File: config.mk
export PLATFORM = sky130hd
export DESIGN_NAME = ucode_dispatcher
export DESIGN_NICKNAME = d
export VERILOG_FILES = /design/src/rtl/mips_ucode_pkg.sv /design/src/rtl/ucode_seg_decode.sv /design/src/rtl/ucode_dispatcher.sv
export SDC_FILE = /design/constraint.sdc
export NUM_CORES = 1
export LEC_CHECK = 0
export CELL_PAD_IN_SITES_DETAIL_PLACEMENT = 1
export CELL_PAD_IN_SITES_GLOBAL_PLACEMENT = 2
export CORE_AREA = 2 2 118 120
export DETAILED_ROUTE_END_ITERATION = 10
export DIE_AREA = 0 0 120 122
export PLACE_DENSITY = 0.84
export SETUP_SLACK_MARGIN = 0.4
export SYNTH_ARGS = -nofsm -noshare
export SYNTH_HDL_FRONTEND = slang
export SYNTH_SLANG_ARGS = --single-unit
File: constraint.sdc
create_clock -name clk -period 2.4 [get_ports clk]
set_input_delay 0.6 -clock clk [delete_from_list [all_inputs] [get_ports clk]]
set_output_delay 0.6 -clock clk [all_outputs]
set_load 0.01 [all_outputs]
File: src/rtl/mips_ucode_pkg.sv
// Shared types and constants for the microcode dispatch path.
// Opcodes, R-type functs, segment indices and fault codes.
package mips_ucode_pkg;

    typedef enum logic [2:0] {
        IDLE,
        ISSUE,
        WAIT_EOS,
        HALTED,
        FAULT
    } state_t;

    localparam logic [5:0] OPC_RTYPE  = 6'h00;
    localparam logic [5:0] OPC_J      = 6'h02;
    localparam logic [5:0] OPC_BEQ    = 6'h04;
    localparam logic [5:0] OPC_LW     = 6'h23;
    localparam logic [5:0] OPC_SW     = 6'h2B;

    localparam logic [5:0] FUNCT_ADD  = 6'h20;
    localparam logic [5:0] FUNCT_SUB  = 6'h22;
    localparam logic [5:0] FUNCT_AND  = 6'h24;
    localparam logic [5:0] FUNCT_OR   = 6'h25;
    localparam logic [5:0] FUNCT_SLT  = 6'h2A;

    localparam logic [5:0] SEG_LW     = 6'd0;
    localparam logic [5:0] SEG_SW     = 6'd1;
    localparam logic [5:0] SEG_ADD    = 6'd2;
    localparam logic [5:0] SEG_SUB    = 6'd3;
    localparam logic [5:0] SEG_AND    = 6'd4;
    localparam logic [5:0] SEG_OR     = 6'd5;
    localparam logic [5:0] SEG_SLT    = 6'd6;
    localparam logic [5:0] SEG_BEQ    = 6'd7;
    localparam logic [5:0] SEG_J      = 6'd8;

    localparam logic [1:0] FC_NONE    = 2'd0;
    localparam logic [1:0] FC_ILLEGAL = 2'd1;
    localparam logic [1:0] FC_TIMEOUT = 2'd2;

endpackage

File: src/rtl/ucode_seg_decode.sv
// Maps a MIPS instruction word to its microcode segment index.
// Pure combinational; flags the halt opcode and unmapped encodings.
module ucode_seg_decode
    import mips_ucode_pkg::*;
#(
    parameter logic [5:0] HALT_OPCODE = 6'h3F
) (
    input  logic [31:0] instr,
    output logic [5:0]  seg_idx,
    output logic        is_halt,
    output logic        is_illegal
);

    logic [5:0] opc;
    logic [5:0] funct;
    logic       legal;
    logic       unused_bits;

    assign opc         = instr[31:26];
    assign funct       = instr[5:0];
    assign unused_bits = ^instr[25:6];

    // Opcode first, then funct for R-type; halt bypasses the map.
    always_comb begin
        seg_idx = '0;
        legal   = 1'b0;
        is_halt = (opc == HALT_OPCODE);
        if (!is_halt) begin
            unique case (1'b1)
                opc == OPC_LW:  begin seg_idx = SEG_LW;  legal = 1'b1; end
                opc == OPC_SW:  begin seg_idx = SEG_SW;  legal = 1'b1; end
                opc == OPC_J:   begin seg_idx = SEG_J;   legal = 1'b1; end
                opc == OPC_BEQ: begin seg_idx = SEG_BEQ; legal = 1'b1; end
                opc == OPC_RTYPE: begin
                    unique case (1'b1)
                        funct == FUNCT_ADD: begin seg_idx = SEG_ADD; legal = 1'b1; end
                        funct == FUNCT_SUB: begin seg_idx = SEG_SUB; legal = 1'b1; end
                        funct == FUNCT_AND: begin seg_idx = SEG_AND; legal = 1'b1; end
                        funct == FUNCT_OR:  begin seg_idx = SEG_OR;  legal = 1'b1; end
                        funct == FUNCT_SLT: begin seg_idx = SEG_SLT; legal = 1'b1; end
                        default: ;
                    endcase
                end
                default: ;
            endcase
        end
        is_illegal = !is_halt && !legal;
    end

endmodule

File: src/rtl/ucode_dispatcher.sv
// Hands one instruction at a time to the microcode unit and
// waits for its end-of-segment, with halt, illegal and watchdog paths.
module ucode_dispatcher
    import mips_ucode_pkg::*;
#(
    parameter int         TIMEOUT_CYCLES = 64,
    parameter int         CNT_W          = 32,
    parameter logic [5:0] HALT_OPCODE    = 6'h3F
) (
    input  logic             clk,
    input  logic             rst_n,
    input  logic             instr_valid,
    output logic             instr_ready,
    input  logic [31:0]      instr,
    output logic [5:0]       uc_opcode,
    output logic             uc_sos,
    input  logic             uc_eos,
    output logic [31:0]      ir_out,
    output logic             busy,
    output logic             halted,
    output logic             fault,
    output logic [1:0]       fault_code,
    input  logic             restart,
    output logic [CNT_W-1:0] retired_count
);

    localparam int TW = (TIMEOUT_CYCLES > 2) ? $clog2(TIMEOUT_CYCLES) : 1;
    localparam logic [TW-1:0] TIMER_LAST = TW'(TIMEOUT_CYCLES - 1);

    state_t           state;
    state_t           state_n;
    logic [TW-1:0]    timer;
    logic [TW-1:0]    timer_n;
    logic [5:0]       opcode_n;
    logic             sos_n;
    logic [31:0]      ir_n;
    logic [1:0]       fc_n;
    logic [CNT_W-1:0] cnt_n;

    logic [5:0]       seg_idx;
    logic             is_halt;
    logic             is_illegal;

    ucode_seg_decode #(
        .HALT_OPCODE (HALT_OPCODE)
    ) u_decode (
        .instr      (instr),
        .seg_idx    (seg_idx),
        .is_halt    (is_halt),
        .is_illegal (is_illegal)
    );

    assign instr_ready = (state == IDLE);
    assign busy        = (state == ISSUE) || (state == WAIT_EOS);
    assign halted      = (state == HALTED);
    assign fault       = (state == FAULT);

    // Next-state and next-register values; everything holds by default.
    always_comb begin
        state_n  = state;
        timer_n  = timer;
        opcode_n = uc_opcode;
        sos_n    = 1'b0;
        ir_n     = ir_out;
        fc_n     = fault_code;
        cnt_n    = retired_count;
        unique case (state)
            IDLE: begin
                if (instr_valid) begin
                    ir_n = instr;
                    if (is_halt) begin
                        state_n  = HALTED;
                        opcode_n = HALT_OPCODE;
                    end else if (is_illegal) begin
                        state_n = FAULT;
                        fc_n    = FC_ILLEGAL;
                    end else begin
                        state_n  = ISSUE;
                        opcode_n = seg_idx;
                        sos_n    = 1'b1;
                    end
                end
            end
            ISSUE: begin
                timer_n = '0;
                state_n = WAIT_EOS;
            end
            WAIT_EOS: begin
                if (uc_eos) begin
                    cnt_n   = retired_count + CNT_W'(1);
                    state_n = IDLE;
                end else if (timer == TIMER_LAST) begin
                    fc_n    = FC_TIMEOUT;
                    state_n = FAULT;
                end else begin
                    timer_n = timer + TW'(1);
                end
            end
            HALTED: begin
                if (restart) begin
                    opcode_n = '0;
                    state_n  = IDLE;
                end
            end
            FAULT: begin
                if (restart) begin
                    opcode_n = '0;
                    fc_n     = FC_NONE;
                    state_n  = IDLE;
                end
            end
            default: state_n = IDLE;
        endcase
    end

    // State and registered outputs; reset clears even a live segment.
    always_ff @(posedge clk or negedge rst_n) begin
        if (!rst_n) begin
            state         <= IDLE;
            timer         <= '0;
            uc_opcode     <= '0;
            uc_sos        <= 1'b0;
            ir_out        <= '0;
            fault_code    <= FC_NONE;
            retired_count <= '0;
        end else begin
            state         <= state_n;
            timer         <= timer_n;
            uc_opcode     <= opcode_n;
            uc_sos        <= sos_n;
            ir_out        <= ir_n;
            fault_code    <= fc_n;
            retired_count <= cnt_n;
        end
    end

endmodule

**After elaboration in Yosys (flattened, before gate mapping)**

Cells that the tools add are included.
W data, S select, Z words.

- Muxes and demuxes: 31
- Add/subtract/negate cells: 2
- Shift-type cells: 0
- Equal/unequal tests: 25
- Bitwise operators: 0
- $lt $le $gt $ge: 0
- Reduce and logical (&&, ||, !) cells: 18
- Div/mod/pow operators: 0
- $mul: 0

Operators by type and width:

| operator | number |
|---|---|
| $eq A6 B6 Y1 const B | 9 |
| $mux W6 | 6 |
| $add A32 B1 Y32 const B | 1 |
| $pmux W6 S2 | 2 |
| $mux W3 | 6 |
| $pmux W4 S4 | 1 |
| $pmux W3 S5 | 1 |
| $mux W2 | 6 |
| $pmux W3 S4 | 1 |
| $ne A2 B1 Y1 const B | 4 |
| $ne A2 B2 Y1 const B | 4 |
| $reduce_and A7 Y1 | 1 |
| $add A6 B1 Y6 const B | 1 |
| $eq A3 B2 Y1 const B | 2 |
| $eq A6 B2 Y1 const B | 1 |
| $eq A6 B3 Y1 const B | 1 |
| $logic_not A6 Y1 | 1 |
| $mux W1 | 6 |
| $pmux W2 S3 | 1 |
| $reduce_and A3 Y1 | 2 |
| $reduce_or A5 Y1 | 1 |
| $reduce_and A2 Y1 | 2 |
| $reduce_and A4 Y1 | 1 |
| $reduce_bool A2 Y1 | 2 |
| other kinds (12) | 13 |

- Input bits: 37
- Bits in registers: 82
- Word-level logic and storage cells: 83
- Bits in writable memories: 0
- ROM bits: 0
- Memories kept: 0
- Output and inout bits: 77
- Bits in latches: 0

**Logic depth before layout (Yosys ltp)**

- Depth in word-level cells: 11
- Gate-level depth with buffers: 7
- Depth with buffers taken out: 6

**Modules after synthesis**

A second synthesis with hierarchy kept.

- Cells, all modules: 356
- Area, all modules: 3980.1 sq um

By module, submodules not included:

| module | area an instance (sq um) | times used | cells an instance | sequential area each (sq um) |
|---|---|---|---|---|
| ucode_dispatcher | 3768.6 | 1 | 324 | 2052.0 |
| ucode_seg_decode | 211.5 | 1 | 32 | 0.0 |

**Worst setup path before layout**

OpenSTA, ideal clock, no wires.

- Path type: input-to-reg
- Start point: input port uc_eos
- End point: register retired_count[29]
- Setup time: 0.079 ns
- Arrival: 1.921 ns
- Buffers on the path: 2
- Cell stages on the path: 7
- Required time: 2.321 ns
- Setup slack: 0.400 ns
- Cell sequence: and4bb_1 buf_4 nand4_2 or4_4 buf_6 nor3_4 xor2_1

- Longest elaborated chain between the ends: 1

Ends and longest elaborated chain:

| what | line | RTL |
|---|---|---|
| start, declared | ucode_dispatcher.sv:17 | `input logic uc_eos,` |
| $reduce_and A2 Y1 (no line) | - |  |
| end signal, assigned | ucode_dispatcher.sv:133 | `retired_count <= cnt_n;` |
| end, declared | ucode_dispatcher.sv:24 | `output logic [CNT_W-1:0] retired_count` |

Every way passes these cells.
A chain may end at the register's enable or synchronous reset.

**Worst setup path in the final report**

- Start point: input port instr[2]
- End point: register uc_opcode[4]

- Longest elaborated chain between the ends: 9
- Elaborated cells on any way between the ends: 13
- Classes of those cells: eq/ne (6); mux (3); reduce/logical (4)

Ends and longest elaborated chain:

| what | line | RTL |
|---|---|---|
| start, declared | ucode_dispatcher.sv:14 | `input logic [31:0] instr,` |
| $eq A6 B6 Y1 (on tied branches) | - |  |
| $reduce_or A5 Y1 (no line) (*) | - |  |
| $mux W1 (*) | ucode_seg_decode.sv:35 | `unique case (1'b1)` |
| $pmux W1 S2 (*) | ucode_seg_decode.sv:29 | `unique case (1'b1)` |
| $mux W1 (*) | ucode_seg_decode.sv:28 | `if (!is_halt) begin` |
| $logic_not A1 Y1 (*) | ucode_seg_decode.sv:47 | `is_illegal = !is_halt && !legal;` |
| $logic_and A1 B1 Y1 (*) | ucode_seg_decode.sv:47 |  |
| $ne A3 B3 Y1 (no line) (*) | - |  |
| $reduce_and A4 Y1 (no line) (*) | - |  |
| end signal, assigned | ucode_dispatcher.sv:129 | `uc_opcode <= opcode_n;` |
| end, declared | ucode_dispatcher.sv:15 | `output logic [5:0] uc_opcode,` |

Mark *: on every way between the ends. The rest lies on a longest branch, timed or not.

==> impl_metrics.py <==
metrics = {
    "cells_and_area": {
        "multi_input_area_um2": 1740,
        "areaGrowthSynthToFinish_pct": 55.4,
        "regArea_um2": 2040,
        "nFillCells": 1478,
        "num-nets-final": 535,
        "layout-drive-gt1-share_pct": 26.3,
        "fin_util_pct": 43.6,
        "n_antenna_cell": 0,
    },
    "timing": {
        "slew_headroom_pct": 68.3,
        "finalHoldViolations": 0,
        "holdWs_ns": 0.216,
        "finalSetupViolations": 0,
        "fmaxAchievable_ghz": 0.502,
        "period_share_pct": 83.0,
        "fin_ws_ns": 0.407,
        "tightest_slew_ns": 0.475,
        "final_max_slew_viol_count": 0,
        "skew_ns": 0.00716,
        "rsz0062_at_grt": "yes",
        "post-route-min-period_ns": 1.99,
    },
    "clocking": {
        "cts_buffers": 9,
        "cts-root-buf": "clkbuf_16",
        "clk-insertion-delay-late_ns": 0.34,
        "h-tree-depth": 3,
        "clockBufferDepth": 2,
        "clock-sinks": 81,
        "cts_tree": "built",
        "clk_pin_slew_ns": 0.06,
    },
    "setup_path": {
        "crit_required_ns": 2.63,
        "start_kind": "input port",
        "critPathKind": "input port to flip-flop",
        "crit_fanout": 5,
        "reg2reg_to": "retired_count[21]$_DFFE_PN0P_",
        "r2r-start": "state[2]$_DFFE_PN0P_",
        "r2r_slack_ns": 0.41,
        "arrival_ns": 2.23,
        "crit_path_end_kind": "flip-flop",
        "reg2regPathDepth": 6,
    },
    "synthesis": {
        "synth_top_family_by_area": "simple AND/OR/NAND/NOR gates",
        "synth_fa_ha_area_share_pct": 0.661,
        "yosys.area_share.xor_xnor_pct": 8.56,
        "async_flop_share_pct": 100,
        "yosysMostFrequentCell": "dfrtp_1",
        "syn_inst": 331,
        "synth_ff_type": "dfrtp_1",
        "syn_area_per_cell_um2": 11.4,
        "synth.area.mux_share_pct": 10.3,
        "yosys.area.top_type": "dfrtp_1",
        "synth_area_um2": 3780,
        "yosysSeqAreaShare_pct": 53.6,
        "yosys_warnings": 0,
        "synth_cell_type_count": 55,
        "netlist_top_cells_count": "dfrtp_1, nand2_1, nor2_1",
        "yosysTopAreaCellShare_pct": 53.6,
        "synthesis.nets": 370,
        "synth-compound-area-share_pct": 6.12,
        "yosys.area_share.simple_pct": 18.4,
        "ys_ff_latch": 81,
        "synth-edff-count": 0,
        "synth.area.top_cells": "dfrtp_1, xnor2_1, mux2_1",
    },
    "global_routing": {
        "grt_max_degree": 38,
        "first_global_vias": 3496,
        "antenna_found_initial": 0,
        "gr-total-overflow": 0,
        "grt_usage_pct": 15.4,
        "grt_pass1_wl_mm": 17.6,
    },
    "floorplanning": {
        "core_area_um2": 13500,
        "design.portCount": 114,
        "start_util_pct": 28.0,
        "die_area_um2": 14600,
        "row_count": 43,
        "die_w_um": 120,
        "die_y_um": 122,
    },
    "place": {
        "place_ws_ns": -0.205,
        "port-buffer-count": 113,
        "hpwlAfterDp_mm": 7.96,
        "gp_congestion": 0.746,
    },
    "drt": {
        "dr.first_iter.drc_count": 105,
        "num_vias": 3200,
        "totalWireLength_mm": 10.9,
        "vias_per_cell": 4.70,
        "drt_drc_violations_left": 0,
        "dr.pass1.iters": 4,
        "routedWlPerCell_um": 16.1,
        "postRouteAntennaNets": 0,
    },
    "run_status": {
        "status": "completed",
    },
    "power_and_ir_drop": {
        "power_leakage_nw": 2.55,
        "powerDensity_nw_per_um2": 926,
        "power.total_mw": 5.45,
        "irDropWorstVdd_mv": 0.460,
    },
    "worst_hold_path": {
        "hold_class": "input port to async pin",
    },
    "run": {
        "cap_violations": 0,
    },
}
-- area by class of cell --
cell class,instances,share of cell area (%)
Clock buffer,11,4.30
Inverter,7,0.489
Multi-Input combinational cell,231,29.6
Tap cell,180,3.83
Timing Repair Buffer,166,26.6
Clock inverter,5,0.510
Sequential cell,81,34.7
-- logic make-up after synthesis --
group,Yosys count
AND/OR/NAND/NOR,126
flip-flops,81
XOR/XNOR,37
multiplexers,35
AO/OA/AOI/OAI,31
buffers and inverters,19
adder cells (fa/ha/maj),2
-- worst max path at each step --
stage | from | endpoint | slack (ns) | cells after the start
after floorplan | uc_eos | retired_count[29]$_DFFE_PN0P_ | 0.40 | 7
after global placement | uc_eos | retired_count[29]$_DFFE_PN0P_ | -0.06 | 6
after detailed placement | instr[26] | uc_opcode[4]$_DFFE_PN0P_ | -0.21 | 7
after CTS | state[2]$_DFFE_PN0P_ | retired_count[21]$_DFFE_PN0P_ | 0.35 | 6
after global routing | state[2]$_DFFE_PN0P_ | timer[5]$_DFFE_PN0P_ | 0.35 | 8
final | instr[2] | uc_opcode[4]$_DFFE_PN0P_ | 0.41 | 6
-- layout by cell type, fill, tap and decap left out, types with 6 or more instances in the layout --
cell type	netlist	final
clkbuf_16	0	9
clkdlybuf4s50_1	0	100
nor2_1	26	22
nand2_1	30	30
mux2_2	15	15
and3_1	7	7
xnor2_1	23	23
mux2_1	17	17
nand3_1	13	13
buf_4	2	46
dfrtp_1	81	68
dfrtp_2	0	13
xor2_1	14	14
a21oi_1	6	6
dlygate4sd2_1	0	6
nand4_1	12	12
buf_6	1	7
-- what timing repair did --
action	4_1_cts	5_1_grt
setup buffers	8	5
pin swaps	8	12
hold buffers	0	0
hold endpoints to repair	0	0
endpoints found under the setup margin	36	39
resized for setup	34	29
-- worst max-delay path: stages --
cell             delay (ns)
clkdlybuf4s50_1        0.54
mux2i_2                0.28
nand3_1                0.16
o31ai_4                0.28
o31ai_2                0.14
a32o_1                 0.22
-- registers in the layout, summed over array words and instances (netlist names) --
| name | flops |
|---|---|
| timer | 6 |
| state | 3 |
| uc_sos | 1 |
| fault_code | 2 |
| ir_out | 32 |
| retired_count | 32 |
| uc_opcode | 5 |
-- per-layer routing --
layer  vias to the layer above  routed length (um)  track usage (%)
met5                         -                   0                0
met4                         0                 121             4.85
met3                        10                 642             5.34
met2                        73                5540             25.8
met1                      1622                4640             18.6
li1                       1495                   -                -
-- metrics by stage --
stage	instances	instance area [um2]	TNS [ns]
2_1_floorplan	331	3790	0
3_5_place_dp	652	5400	-2.02
6_report	681	5880	0
4_1_cts	676	5790	0
3_3_place_gp	652	5400	-0.285
5_1_grt	681	5880	0
-- where the power goes --
group / total, mW / switching, mW / internal [mW]
Clock: 1.32 / 0.571 / 0.752
Combinational: 2.10 / 0.868 / 1.24
Sequential: 2.02 / 0.266 / 1.76
Total: 5.45 / 1.70 / 3.74
No activity file was read; power rests on OpenSTA's default activity.
